[config.mk]
export PLATFORM = sky130hd
export DESIGN_NAME = pwm_fade_sequencer
export DESIGN_NICKNAME = d
export VERILOG_FILES = /design/src/rtl/pwm_seq_pkg.sv /design/src/rtl/pwm_tick_prescaler.sv /design/src/rtl/pwm_fade_sequencer.sv
export SDC_FILE = /design/constraint.sdc
export NUM_CORES = 1
export LEC_CHECK = 0
export CORE_MARGIN = 8
export CORE_UTILIZATION = 52
export DETAILED_ROUTE_END_ITERATION = 8
export PLACE_DENSITY = 0.8
export SYNTH_ARGS = -nofsm -noshare
export SYNTH_HDL_FRONTEND = slang
export SYNTH_SLANG_ARGS = --single-unit
[constraint.sdc]
create_clock -name clk -period 3.6 [get_ports clk]
set_input_delay 1.08 -clock clk [delete_from_list [all_inputs] [get_ports clk]]
set_output_delay 1.08 -clock clk [all_outputs]
set_load 0.05 [all_outputs]
[src/rtl/pwm_seq_pkg.sv]
`default_nettype none
// ============================================================================
//  Module      : pwm_seq_pkg
//  Description : Shared types and constants for the PWM fade sequencer.
//                Holds the sequencer state encoding, the mode encodings and
//                the default field widths used by the sequencer modules.
//  Revision    : 1.0 - initial release
// ============================================================================
package pwm_seq_pkg;

    // Default field widths
    localparam int c_DUTY_W  = 8;   // matches the pwm_peripheral duty register
    localparam int c_STEP_W  = 4;   // step-size field
    localparam int c_PRESC_W = 8;   // period prescaler

    // Mode encodings for cfg_mode
    localparam logic MODE_RAMP    = 1'b0;   // ramp to target, then hold
    localparam logic MODE_BREATHE = 1'b1;   // oscillate between 0 and target

    // Sequencer state, explicit 2-bit encoding
    typedef enum logic [1:0] {
        IDLE      = 2'd0,
        RAMP_UP   = 2'd1,
        RAMP_DOWN = 2'd2,
        HOLD      = 2'd3
    } state_t;

endpackage : pwm_seq_pkg
`default_nettype wire

[src/rtl/pwm_tick_prescaler.sv]
`default_nettype none
// ============================================================================
//  Module      : pwm_tick_prescaler
//  Description : Divides PWM period ticks by (prescale + 1). Counts ticks and
//                raises step_en on the tick where the count equals prescale,
//                then restarts from zero.
//  Ports       : clk, rst_n   - clock, asynchronous active-low reset
//                tick         - one-cycle pulse per PWM period
//                clear        - synchronous counter clear, overrides tick
//                prescale     - periods per step, minus 1
//                step_en      - one-cycle pulse: take a step now
//  Revision    : 1.0 - initial release
// ============================================================================
module pwm_tick_prescaler
    import pwm_seq_pkg::*;
#(
    parameter int PRESC_W = c_PRESC_W
) (
    input  logic               clk,
    input  logic               rst_n,
    input  logic               tick,
    input  logic               clear,
    input  logic [PRESC_W-1:0] prescale,
    output logic               step_en
);

    logic [PRESC_W-1:0] r_count;
    logic               w_match;

    assign w_match = (r_count == prescale);

    // A clear in the same cycle as a tick discards the tick entirely.
    assign step_en = tick & ~clear & w_match;

    always_ff @(posedge clk or negedge rst_n) begin
        if (!rst_n) begin
            r_count <= '0;
        end else if (clear) begin
            r_count <= '0;
        end else if (tick) begin
            if (w_match) begin
                r_count <= '0;
            end else begin
                r_count <= r_count + 1'b1;
            end
        end
    end

endmodule : pwm_tick_prescaler
`default_nettype wire

[src/rtl/pwm_fade_sequencer.sv]
`default_nettype none
// ============================================================================
//  Module      : pwm_fade_sequencer
//  Description : Ramps the applied PWM duty cycle toward a programmed target
//                by a fixed step every (prescale + 1) PWM periods. Breathe
//                mode oscillates between 0 and the target. duty_out is
//                registered and only changes on period ticks, so the PWM
//                peripheral always picks up a new duty at a period start.
//  Ports       : clk, rst_n     - clock, asynchronous active-low reset
//                cfg_valid      - pulse: latch cfg_target/step/prescale/mode
//                cfg_enable     - level enable; low forces IDLE
//                cfg_mode       - 0 ramp-to-target, 1 breathe
//                cfg_target     - target duty
//                cfg_step       - duty increment per step (0 acts as 1)
//                cfg_prescale   - PWM periods per step, minus 1
//                period_tick    - pulse at each PWM counter wrap
//                duty_out       - applied duty cycle
//                busy           - high while ramping
//                done           - one-cycle pulse on arrival
//  Revision    : 1.0 - initial release
// ============================================================================
module pwm_fade_sequencer
    import pwm_seq_pkg::*;
#(
    parameter int DUTY_W  = c_DUTY_W,
    parameter int STEP_W  = c_STEP_W,
    parameter int PRESC_W = c_PRESC_W
) (
    input  logic               clk,
    input  logic               rst_n,
    input  logic               cfg_valid,
    input  logic               cfg_enable,
    input  logic               cfg_mode,
    input  logic [DUTY_W-1:0]  cfg_target,
    input  logic [STEP_W-1:0]  cfg_step,
    input  logic [PRESC_W-1:0] cfg_prescale,
    input  logic               period_tick,
    output logic [DUTY_W-1:0]  duty_out,
    output logic               busy,
    output logic               done
);

    // ------------------------------------------------------------------
    // Registers
    // ------------------------------------------------------------------
    state_t             r_state;
    logic [DUTY_W-1:0]  r_duty;
    logic               r_done;
    logic [DUTY_W-1:0]  r_target;
    logic [STEP_W-1:0]  r_step;
    logic [PRESC_W-1:0] r_prescale;
    logic               r_mode;

    // ------------------------------------------------------------------
    // Combinational
    // ------------------------------------------------------------------
    state_t             w_state_nxt;
    logic [DUTY_W-1:0]  w_duty_nxt;
    logic               w_done_ev;
    logic               w_done_nxt;
    logic               w_ramping;
    logic               w_step_en;
    logic               w_clear;
    logic [STEP_W-1:0]  w_step_eff;
    logic [DUTY_W:0]    w_step_x;
    logic [DUTY_W:0]    w_up_sum;
    logic [DUTY_W-1:0]  w_floor;
    logic               w_up_arrive;
    logic               w_dn_arrive;
    logic [DUTY_W-1:0]  w_up_val;
    logic [DUTY_W-1:0]  w_dn_val;

    assign w_ramping = (r_state == RAMP_UP) || (r_state == RAMP_DOWN);

    // Counter restarts on every reconfiguration, on disable and whenever
    // no ramp is in progress, so each new ramp starts a full interval.
    assign w_clear = cfg_valid | ~cfg_enable | ~w_ramping;

    pwm_tick_prescaler #(
        .PRESC_W (PRESC_W)
    ) u_prescaler (
        .clk      (clk),
        .rst_n    (rst_n),
        .tick     (period_tick & w_ramping),
        .clear    (w_clear),
        .prescale (r_prescale),
        .step_en  (w_step_en)
    );

    // Step datapath: comparisons are done one bit wider than the duty so
    // that duty+step or floor+step can never wrap. The narrow add/subtract
    // results are only used when the comparison shows no saturation.
    assign w_step_eff  = (r_step == '0) ? {{(STEP_W-1){1'b0}}, 1'b1} : r_step;
    assign w_step_x    = {{(DUTY_W+1-STEP_W){1'b0}}, w_step_eff};
    assign w_up_sum    = {1'b0, r_duty} + w_step_x;
    assign w_up_arrive = (w_up_sum >= {1'b0, r_target});
    assign w_floor     = (r_mode == MODE_BREATHE) ? '0 : r_target;
    assign w_dn_arrive = ({1'b0, r_duty} <= ({1'b0, w_floor} + w_step_x));
    assign w_up_val    = r_duty + w_step_x[DUTY_W-1:0];
    assign w_dn_val    = r_duty - w_step_x[DUTY_W-1:0];

    // ------------------------------------------------------------------
    // FSM next-state and datapath
    // ------------------------------------------------------------------
    always_comb begin
        w_state_nxt = r_state;
        w_duty_nxt  = r_duty;
        w_done_ev   = 1'b0;

        if (!cfg_enable) begin
            w_state_nxt = IDLE;
        end else if (cfg_valid) begin
            // Direction is chosen from the current duty, so a mid-ramp
            // reconfiguration continues smoothly from where it is.
            if (cfg_target > r_duty) begin
                w_state_nxt = RAMP_UP;
            end else if (cfg_target < r_duty) begin
                w_state_nxt = RAMP_DOWN;
            end else begin
                w_state_nxt = HOLD;
                w_done_ev   = 1'b1;
            end
        end else if (w_step_en) begin
            case (r_state)
                RAMP_UP: begin
                    if (w_up_arrive) begin
                        w_duty_nxt = r_target;
                        if (r_mode == MODE_BREATHE) begin
                            w_state_nxt = RAMP_DOWN;
                        end else begin
                            w_state_nxt = HOLD;
                            w_done_ev   = 1'b1;
                        end
                    end else begin
                        w_duty_nxt = w_up_val;
                    end
                end
                RAMP_DOWN: begin
                    if (w_dn_arrive) begin
                        w_duty_nxt = w_floor;
                        w_done_ev  = 1'b1;
                        // A breathe with target 0 has nothing to climb to.
                        if ((r_mode == MODE_BREATHE) && (r_target != '0)) begin
                            w_state_nxt = RAMP_UP;
                        end else begin
                            w_state_nxt = HOLD;
                        end
                    end else begin
                        w_duty_nxt = w_dn_val;
                    end
                end
                default: begin
                end
            endcase
        end

        // Back-to-back arrivals collapse so done stays a single-cycle pulse.
        w_done_nxt = w_done_ev & ~r_done;
    end

    // ------------------------------------------------------------------
    // State register
    // ------------------------------------------------------------------
    always_ff @(posedge clk or negedge rst_n) begin
        if (!rst_n) begin
            r_state <= IDLE;
        end else begin
            r_state <= w_state_nxt;
        end
    end

    // ------------------------------------------------------------------
    // Datapath and configuration registers
    // ------------------------------------------------------------------
    always_ff @(posedge clk or negedge rst_n) begin
        if (!rst_n) begin
            r_duty     <= '0;
            r_done     <= 1'b0;
            r_target   <= '0;
            r_step     <= '0;
            r_prescale <= '0;
            r_mode     <= MODE_RAMP;
        end else begin
            r_duty <= w_duty_nxt;
            r_done <= w_done_nxt;
            if (cfg_valid) begin
                r_target   <= cfg_target;
                r_step     <= cfg_step;
                r_prescale <= cfg_prescale;
                r_mode     <= cfg_mode;
            end
        end
    end

    assign duty_out = r_duty;
    assign busy     = w_ramping;
    assign done     = r_done;

endmodule : pwm_fade_sequencer
`default_nettype wire

# Yosys cells after proc, flatten, opt, wreduce, memory -nomap -nowiden
# Cells that the tools add are included.
[op_classes]
n_reduce_logical = 8
mux = 27
n_eq_ne = 7
shifts = 0
n_addsub = 5
div_mod_pow = 0
magnitude_cmp = 4
bitwise = 11
multipliers = 0
[op_table]
columns = ["cell", "count"]
rows = [
  ["8-bit 2-to-1 mux", 6],
  ["8-bit by 4-bit adder with 9-bit output", 2],
  ["8-bit one-hot mux with 2 select lines", 1],
  ["2-bit 2-to-1 mux", 7],
  ["1-bit 2-to-1 mux", 10],
  ["9-bit by 8-bit greater-or-equal comparator with 1-bit output", 1],
  ["8-bit by 9-bit <= comparator with 1-bit output", 1],
  ["8-bit by 1-bit adder with 8-bit output (second input constant)", 1],
  ["8-bit by 4-bit adder with 8-bit output", 1],
  ["8-bit == test", 1],
  ["8-bit greater-than comparator", 1],
  ["8-bit < comparator", 1],
  ["4-bit inequality test (second input constant)", 2],
  ["4-bit AND reduction", 2],
  ["8-bit nonzero test", 1],
  ["8-bit by 4-bit subtractor with 8-bit output", 1],
  ["1-bit inverter", 5],
  ["1-bit bitwise AND", 4],
  ["4-bit logical NOT", 1],
  ["4-bit 2-to-1 mux", 1],
  ["4-bit by 2-bit inequality test with 1-bit output (second input constant)", 1],
  ["2-bit one-hot mux with 2 select lines", 1],
  ["2-bit nonzero test", 2],
  ["3-bit by 2-bit inequality test with 1-bit output (second input constant)", 1],
  ["6 further kinds", 7],
]
[word_totals]
ram_bits = 0
rom_bits = 0
output_inout_bits = 10
inputBits = 26
memories = 0
elab_cells = 70
reg_bits = 40
latchBits = 0

# Depth between registers and ports, before layout
[depth]
depth_word = 11
ltp_mapped = 18
depth_no_buf = 17

# By module
# From an unflattened synthesis, not the netlist that was laid out.
[hier_totals]
cells_unflattened = 369
area_unflattened_um2 = 3364.5
[by_module_without_submodules]
columns = ["mod", "area_each_um2", "n_inst", "cells_each"]
rows = [
  ["pwm_fade_sequencer", 2839.0, 1, 312],
  ["pwm_tick_prescaler", 525.5, 1, 57],
]

# Worst setup path after synthesis
# OpenSTA, ideal clock, no wires.
[synth_path]
kind = "reg2reg"
startpoint = "reg r_step[1]"
endpoint = "reg r_state[0]"
setup_time_ns = 0.094
period_less_slack_ns = 3.590
arrival_ns = 3.496
slack_ns = 0.010
required_time_ns = 3.506
path_buffers = 0
path_stages_with_launch = 18
cell_sequence = "dfrtp_1 inv_1 a31o_2 ha_1 fa_1 a21o_1 a21oi_2 nor3_1 xnor2_1 nand2b_1 ha_1 a22oi_1 o211ai_1 a31oi_1 nor3_4 a221oi_1 nor2_1 a211oi_1"
[synth_via]
elab_chain_cells = 6
word_cells_on_any_way = 9
classes_between = "add/sub (2); order compare (2); eq/ne (2); mux (1); reduce/logical (2)"
[synth_rtl]
columns = ["item", "line_no", "text"]
rows = [
  ["from (decl)", "pwm_fade_sequencer.sv:50", "logic [STEP_W-1:0] r_step;"],
  ["from (signal assigned)", "pwm_fade_sequencer.sv:188", "r_step <= cfg_step;"],
  ["4-bit logical NOT", "pwm_fade_sequencer.sv:93", "assign w_step_eff = (r_step == '0) ? {{(STEP_W-1){1'b0}}, 1'b1} : r_step;"],
  ["4-bit 2-to-1 mux (*)", "pwm_fade_sequencer.sv:93", ""],
  ["8-bit by 4-bit adder with 9-bit output, on equally long branches", "pwm_fade_sequencer.sv:98, pwm_fade_sequencer.sv:95", ""],
  ["8-bit by 9-bit <= comparator with 1-bit output or 9-bit by 8-bit greater-or-equal comparator with 1-bit output (tied branches)", "pwm_fade_sequencer.sv:98, pwm_fade_sequencer.sv:96", ""],
  ["4-bit inequality test (no source line)", "--", ""],
  ["4-bit AND reduction (no source line) (*)", "--", ""],
  ["to (signal assigned)", "pwm_fade_sequencer.sv:168", "r_state <= w_state_nxt;"],
  ["to (decl)", "pwm_fade_sequencer.sv:46", "state_t r_state;"],
]
# Mark *: on every way between the ends. The rest lies on a longest branch, timed or not.
# A chain may end at the register's enable or synchronous reset.

# Worst setup path after layout
[layout_path]
startpoint = "reg r_step[2]"
endpoint = "reg r_duty[2], in the netlist duty_out[2]"
[layout_via]
elab_chain_cells = 6
word_cells_on_any_way = 11
classes_between = "add/sub (4); order compare (2); mux (4); reduce/logical (1)"
[layout_rtl]
columns = ["item", "line_no", "text"]
rows = [
  ["4-bit logical NOT", "pwm_fade_sequencer.sv:93", ""],
  ["4-bit 2-to-1 mux (*)", "pwm_fade_sequencer.sv:93", ""],
  ["8-bit by 4-bit adder with 9-bit output, on equally long branches", "pwm_fade_sequencer.sv:98, pwm_fade_sequencer.sv:95", ""],
  ["8-bit by 9-bit <= comparator with 1-bit output or 9-bit by 8-bit greater-or-equal comparator with 1-bit output (tied branches)", "pwm_fade_sequencer.sv:98, pwm_fade_sequencer.sv:96", ""],
  ["8-bit 2-to-1 mux, on equally long branches", "pwm_fade_sequencer.sv:139, pwm_fade_sequencer.sv:126", ""],
  ["8-bit one-hot mux with 2 select lines (*)", "pwm_fade_sequencer.sv:124", "case (r_state)"],
  ["to (signal assigned)", "pwm_fade_sequencer.sv:184", "r_duty <= w_duty_nxt;"],
  ["to (decl)", "pwm_fade_sequencer.sv:47", "logic [DUTY_W-1:0] r_duty;"],
]
# Marks and branches as above.

==> key figures <==
Status
  • Status: finished, violations left
  • Failing checks: setup timing

Yosys
  • Synth Net Count: 440
  • Largest cells by area after synthesis: dfrtp_1 30%, ha_1 15%, xnor2_1 5.5%, nand2_1 3.5%, inv_1 3.4%
  • Cell variety after synth: 54
  • Count leader, synth: dfrtp_1
  • Yosys warns: 0
  • Post-synth EDFFs: 0
  • Synth Register Bits: 40
  • Synth top cells by count: 40 x dfrtp_1, 39 x ha_1, 31 x nand2_1, 30 x inv_1, 21 x xnor2_1
  • Mapped Area: 0.00335 mm2
  • Post-synth top area share: 29.9%
  • Synth Instances: 372
  • Avg Inst Size Synth: 9.00 um2
  • Sequential share of the synthesized area: 29.9%
  • Top FF cell, synth: dfrtp_1
  • Cell taking the most area after synthesis: dfrtp_1
  • FFs w/ async S/R, synth: 100%

Routing
  • DR DRC count: 0
  • Vias: 3084
  • Via/cell ratio: 6.04
  • Initial DRC count: 217
  • Drt first pass iters: 5
  • WL/cell: 17.9 um
  • Total Wirelength: 9.15 mm
  • DRT antenna net count: 0

Critical path
  • Crit-path cells: buf_4 -> buf_4 -> buf_4 -> ha_1 -> a21o_1 -> a21oi_2 -> buf_4 -> xnor2_1 -> ha_1 -> nand4_1 -> o211ai_1 -> a31oi_2 -> nor3_4 -> buf_12 -> buf_4 -> mux2i_1 -> o22ai_1 -> a21o_1
  • Req. time, crit path: 3.80 ns
  • Worst flop-to-flop path endpoint: duty_out[2]$_DFFE_PN0P_
  • Setup CP Type: reg -> reg
  • Critical path arrival: 3.81 ns
  • Critical path peak fanout: 7
  • R2r worst-path depth: 18
  • Launch point of the worst reg-to-reg path: r_step[2]$_DFFE_PN0P_
  • R2R setup slack: -0.01 ns
  • Worst path buffer plus inverter count: 6
  • Startpoint types: flip-flop
  • Kind of cell adding the most delay to the critical path: compound AO/OA/AOI/OAI gates
  • Slowest stage delay, CP: 0.40 ns
  • Worst Setup End Kind: flip-flop
  • CP most frequent cell: buf_4
  • Slowest stage cell, crit path: dfrtp_1

Place
  • PortBufs: 35
  • Placed cell count: 492
  • Dpl cell area: 0.00389 mm2
  • GP Congestion: 0.946
  • Post-DP HPWL: 6.83 mm

Clock network
  • CTS root buf: clkbuf_8
  • CTS tree: yes
  • CTS max path bufs: 2
  • H-tree Lvls: 2
  • Worst-Skew Late Latency: 0.30 ns
  • Number of CTS-inserted buffers: 5
  • CTS Sinks: 40
  • Clock-pin slew on the worst setup and hold paths: 0.09 ns
  • Hold Buf Count CTS: 0

GRT
  • First-pass GRT wire length: 14.7 mm
  • Congestion Overflow GR: 0
  • Initial antenna violation count: 0
  • Largest net degree at the start of global routing: 41
  • Overall fraction of global-route tracks in use: 20.1%
  • Number of global-route vias before repair: 3172

Timing
  • Fin. Hold Viols: 0
  • Final Slew Violations: 0
  • RSZ-0062 raised after global routing: true
  • FMAX: 277 MHz
  • Rel. slew slack: 40.0%
  • Worst setup margin: -0.0104 ns
  • Clock skew: 0.0131 ns
  • Min cycle time layout: 3.61 ns
  • Fin crit share: 100%
  • Slew @ Worst Pin: 0.901 ns
  • Final setup fails: 1

Die
  • DIE HEIGHT: 96.2 um
  • Io pins: 36
  • Initial Util: 53.3%
  • Die Wd: 96.2 um
  • Core Region: 0.00628 mm2
  • Die area: 0.00926 mm2
  • Row count: 29

Final layout
  • Ant diodes: 0
  • Area growth syn-to-layout: 27.4%
  • Final Non-Filler Cells: 511
  • Layout cells sized above 1: 21.2%
  • Fin nets: 501
  • Core Util, Final: 68.0%
  • Final Cell Area: 0.00427 mm2

Worst hold path
  • Worst hold path type: reg -> reg
  • Hold Path Depth: 1
  • Hold Path End: r_prescale[1]$_DFFE_PN0P_
  • Min-delay src: r_prescale[1]$_DFFE_PN0P_

Power and ir drop
  • Power per cell area: 315 mW/mm2
  • P_leak: 1.91 nW
  • Worst vdd ir: 289 uV
  • Overall power: 0.00134 W

Flow run
  • Total of max-cap violations: 0
worst register-to-register path, delay by kind of cell, from the launching register on:
kind	cells	cell delay, ns
flops	1	0.40
fa+ha+maj	2	0.70
xor+xnor	1	0.07
buf+inv	6	0.78
compound gates	6	1.03
simple gates	2	0.30
mux	1	0.19
per-layer routing:
metal | vias up | GRT usage (%) | wire (um)
met3 | 26 | 2.96 | 434
li1 | 1443 | - | -
met4 | 0 | 8.83 | 272
met1 | 1517 | 23.9 | 3780
met2 | 98 | 35.1 | 4670
met5 | - | 0 | 0
report_power, final:
group	internal, W	switching, W	leakage, nW
registers	0.000475	0.0000252	0.509
logic	0.000229	0.000246	1.35
clock network	0.000205	0.000163	0.0541
total	0.000909	0.000434	1.91
kinds of logic after synthesis:
family,count (synthesis),synth area share (%)
AND/OR/NAND/NOR,110,17.5
AO/OA/AOI/OAI,91,18.3
buffers and inverters,46,5.53
adder cells (fa/ha/maj),42,16.4
flip-flops,40,29.9
XOR/XNOR,24,6.28
multiplexers,19,6.09
stage by stage:
stage	hold slack [ns]	TNS [ns]	worst slack, ns
CTS	0.542	0	0.00718
global placement	0.505	0	0.0281
finish	0.536	-0.0104	-0.0104
global route	0.562	-1.44	-0.207
floorplan	0.482	0	0.0102
detailed placement	0.518	-1.20	-0.226
layout by cell type, fill, tap and decap left out, types with 2 or more instances in the layout:
| master | instances |
|---|---|
| nand3_1 | 5 |
| nor3_1 | 7 |
| a21o_1 | 8 |
| o22ai_1 | 3 |
| nor2_1 | 16 |
| mux2i_1 | 7 |
| dfrtp_1 | 40 |
| a211oi_1 | 2 |
| buf_4 | 29 |
| clkdlybuf4s50_1 | 34 |
| clkbuf_8 | 5 |
| a21oi_2 | 4 |
| o21ai_0 | 13 |
| and3_1 | 7 |
| nor2_2 | 5 |
| xnor2_1 | 20 |
| ha_4 | 2 |
| fa_2 | 2 |
| nand2_1 | 31 |
| mux2_2 | 9 |
| inv_2 | 4 |
| o211ai_1 | 5 |
| nor4_1 | 3 |
| nor2b_1 | 7 |
| xor2_1 | 3 |
| nand4_1 | 7 |
| ha_1 | 37 |
| buf_12 | 2 |
| inv_1 | 29 |
| nand3_2 | 2 |
| nand2b_1 | 12 |
| o21ai_1 | 22 |
| a21oi_1 | 11 |
| a22oi_2 | 2 |
layout make-up:
type	instances	area [um2]
multi-input cells	286	2320
fillers	471	2010
flip-flops and latches	40	1000
repair buffers	67	614
inverters	33	124
well taps	77	96.3
clock buffers	5	68.8
clock inverters	3	42.5
sequential cells by signal (all words and copies together) (netlist names):
signal               cells
done                     1
duty_out                 8
r_mode                   1
r_prescale               8
r_state                  2
r_step                   4
r_target                 8
u_prescaler.r_count      8
what timing repair did:
| action | 4_1_cts | 5_1_grt |
|---|---|---|
| buffers inserted | 5 | 6 |
| gates cloned | 0 | 0 |
| pin swaps | 6 | 11 |
| endpoints found under the setup margin | 11 | 11 |
| resized for setup | 16 | 19 |
worst max path at each step:
stage                     startpoint                       to  slack, ns  cells after the start
6_report       r_step[2]$_DFFE_PN0P_  duty_out[2]$_DFFE_PN0P_      -0.01                     18
3_3_place_gp   r_step[2]$_DFFE_PN0P_   r_state[0]$_DFFE_PN0P_       0.03                     17
3_5_place_dp   r_step[2]$_DFFE_PN0P_   r_state[0]$_DFFE_PN0P_      -0.23                     17
5_1_grt        r_step[2]$_DFFE_PN0P_  duty_out[5]$_DFFE_PN0P_      -0.21                     18
2_1_floorplan  r_step[1]$_DFFE_PN0P_   r_state[0]$_DFFE_PN0P_       0.01                     17
4_1_cts           r_mode$_DFFE_PN0P_  duty_out[1]$_DFFE_PN0P_      0.007                     16
No activity file was read; power rests on OpenSTA's default activity.
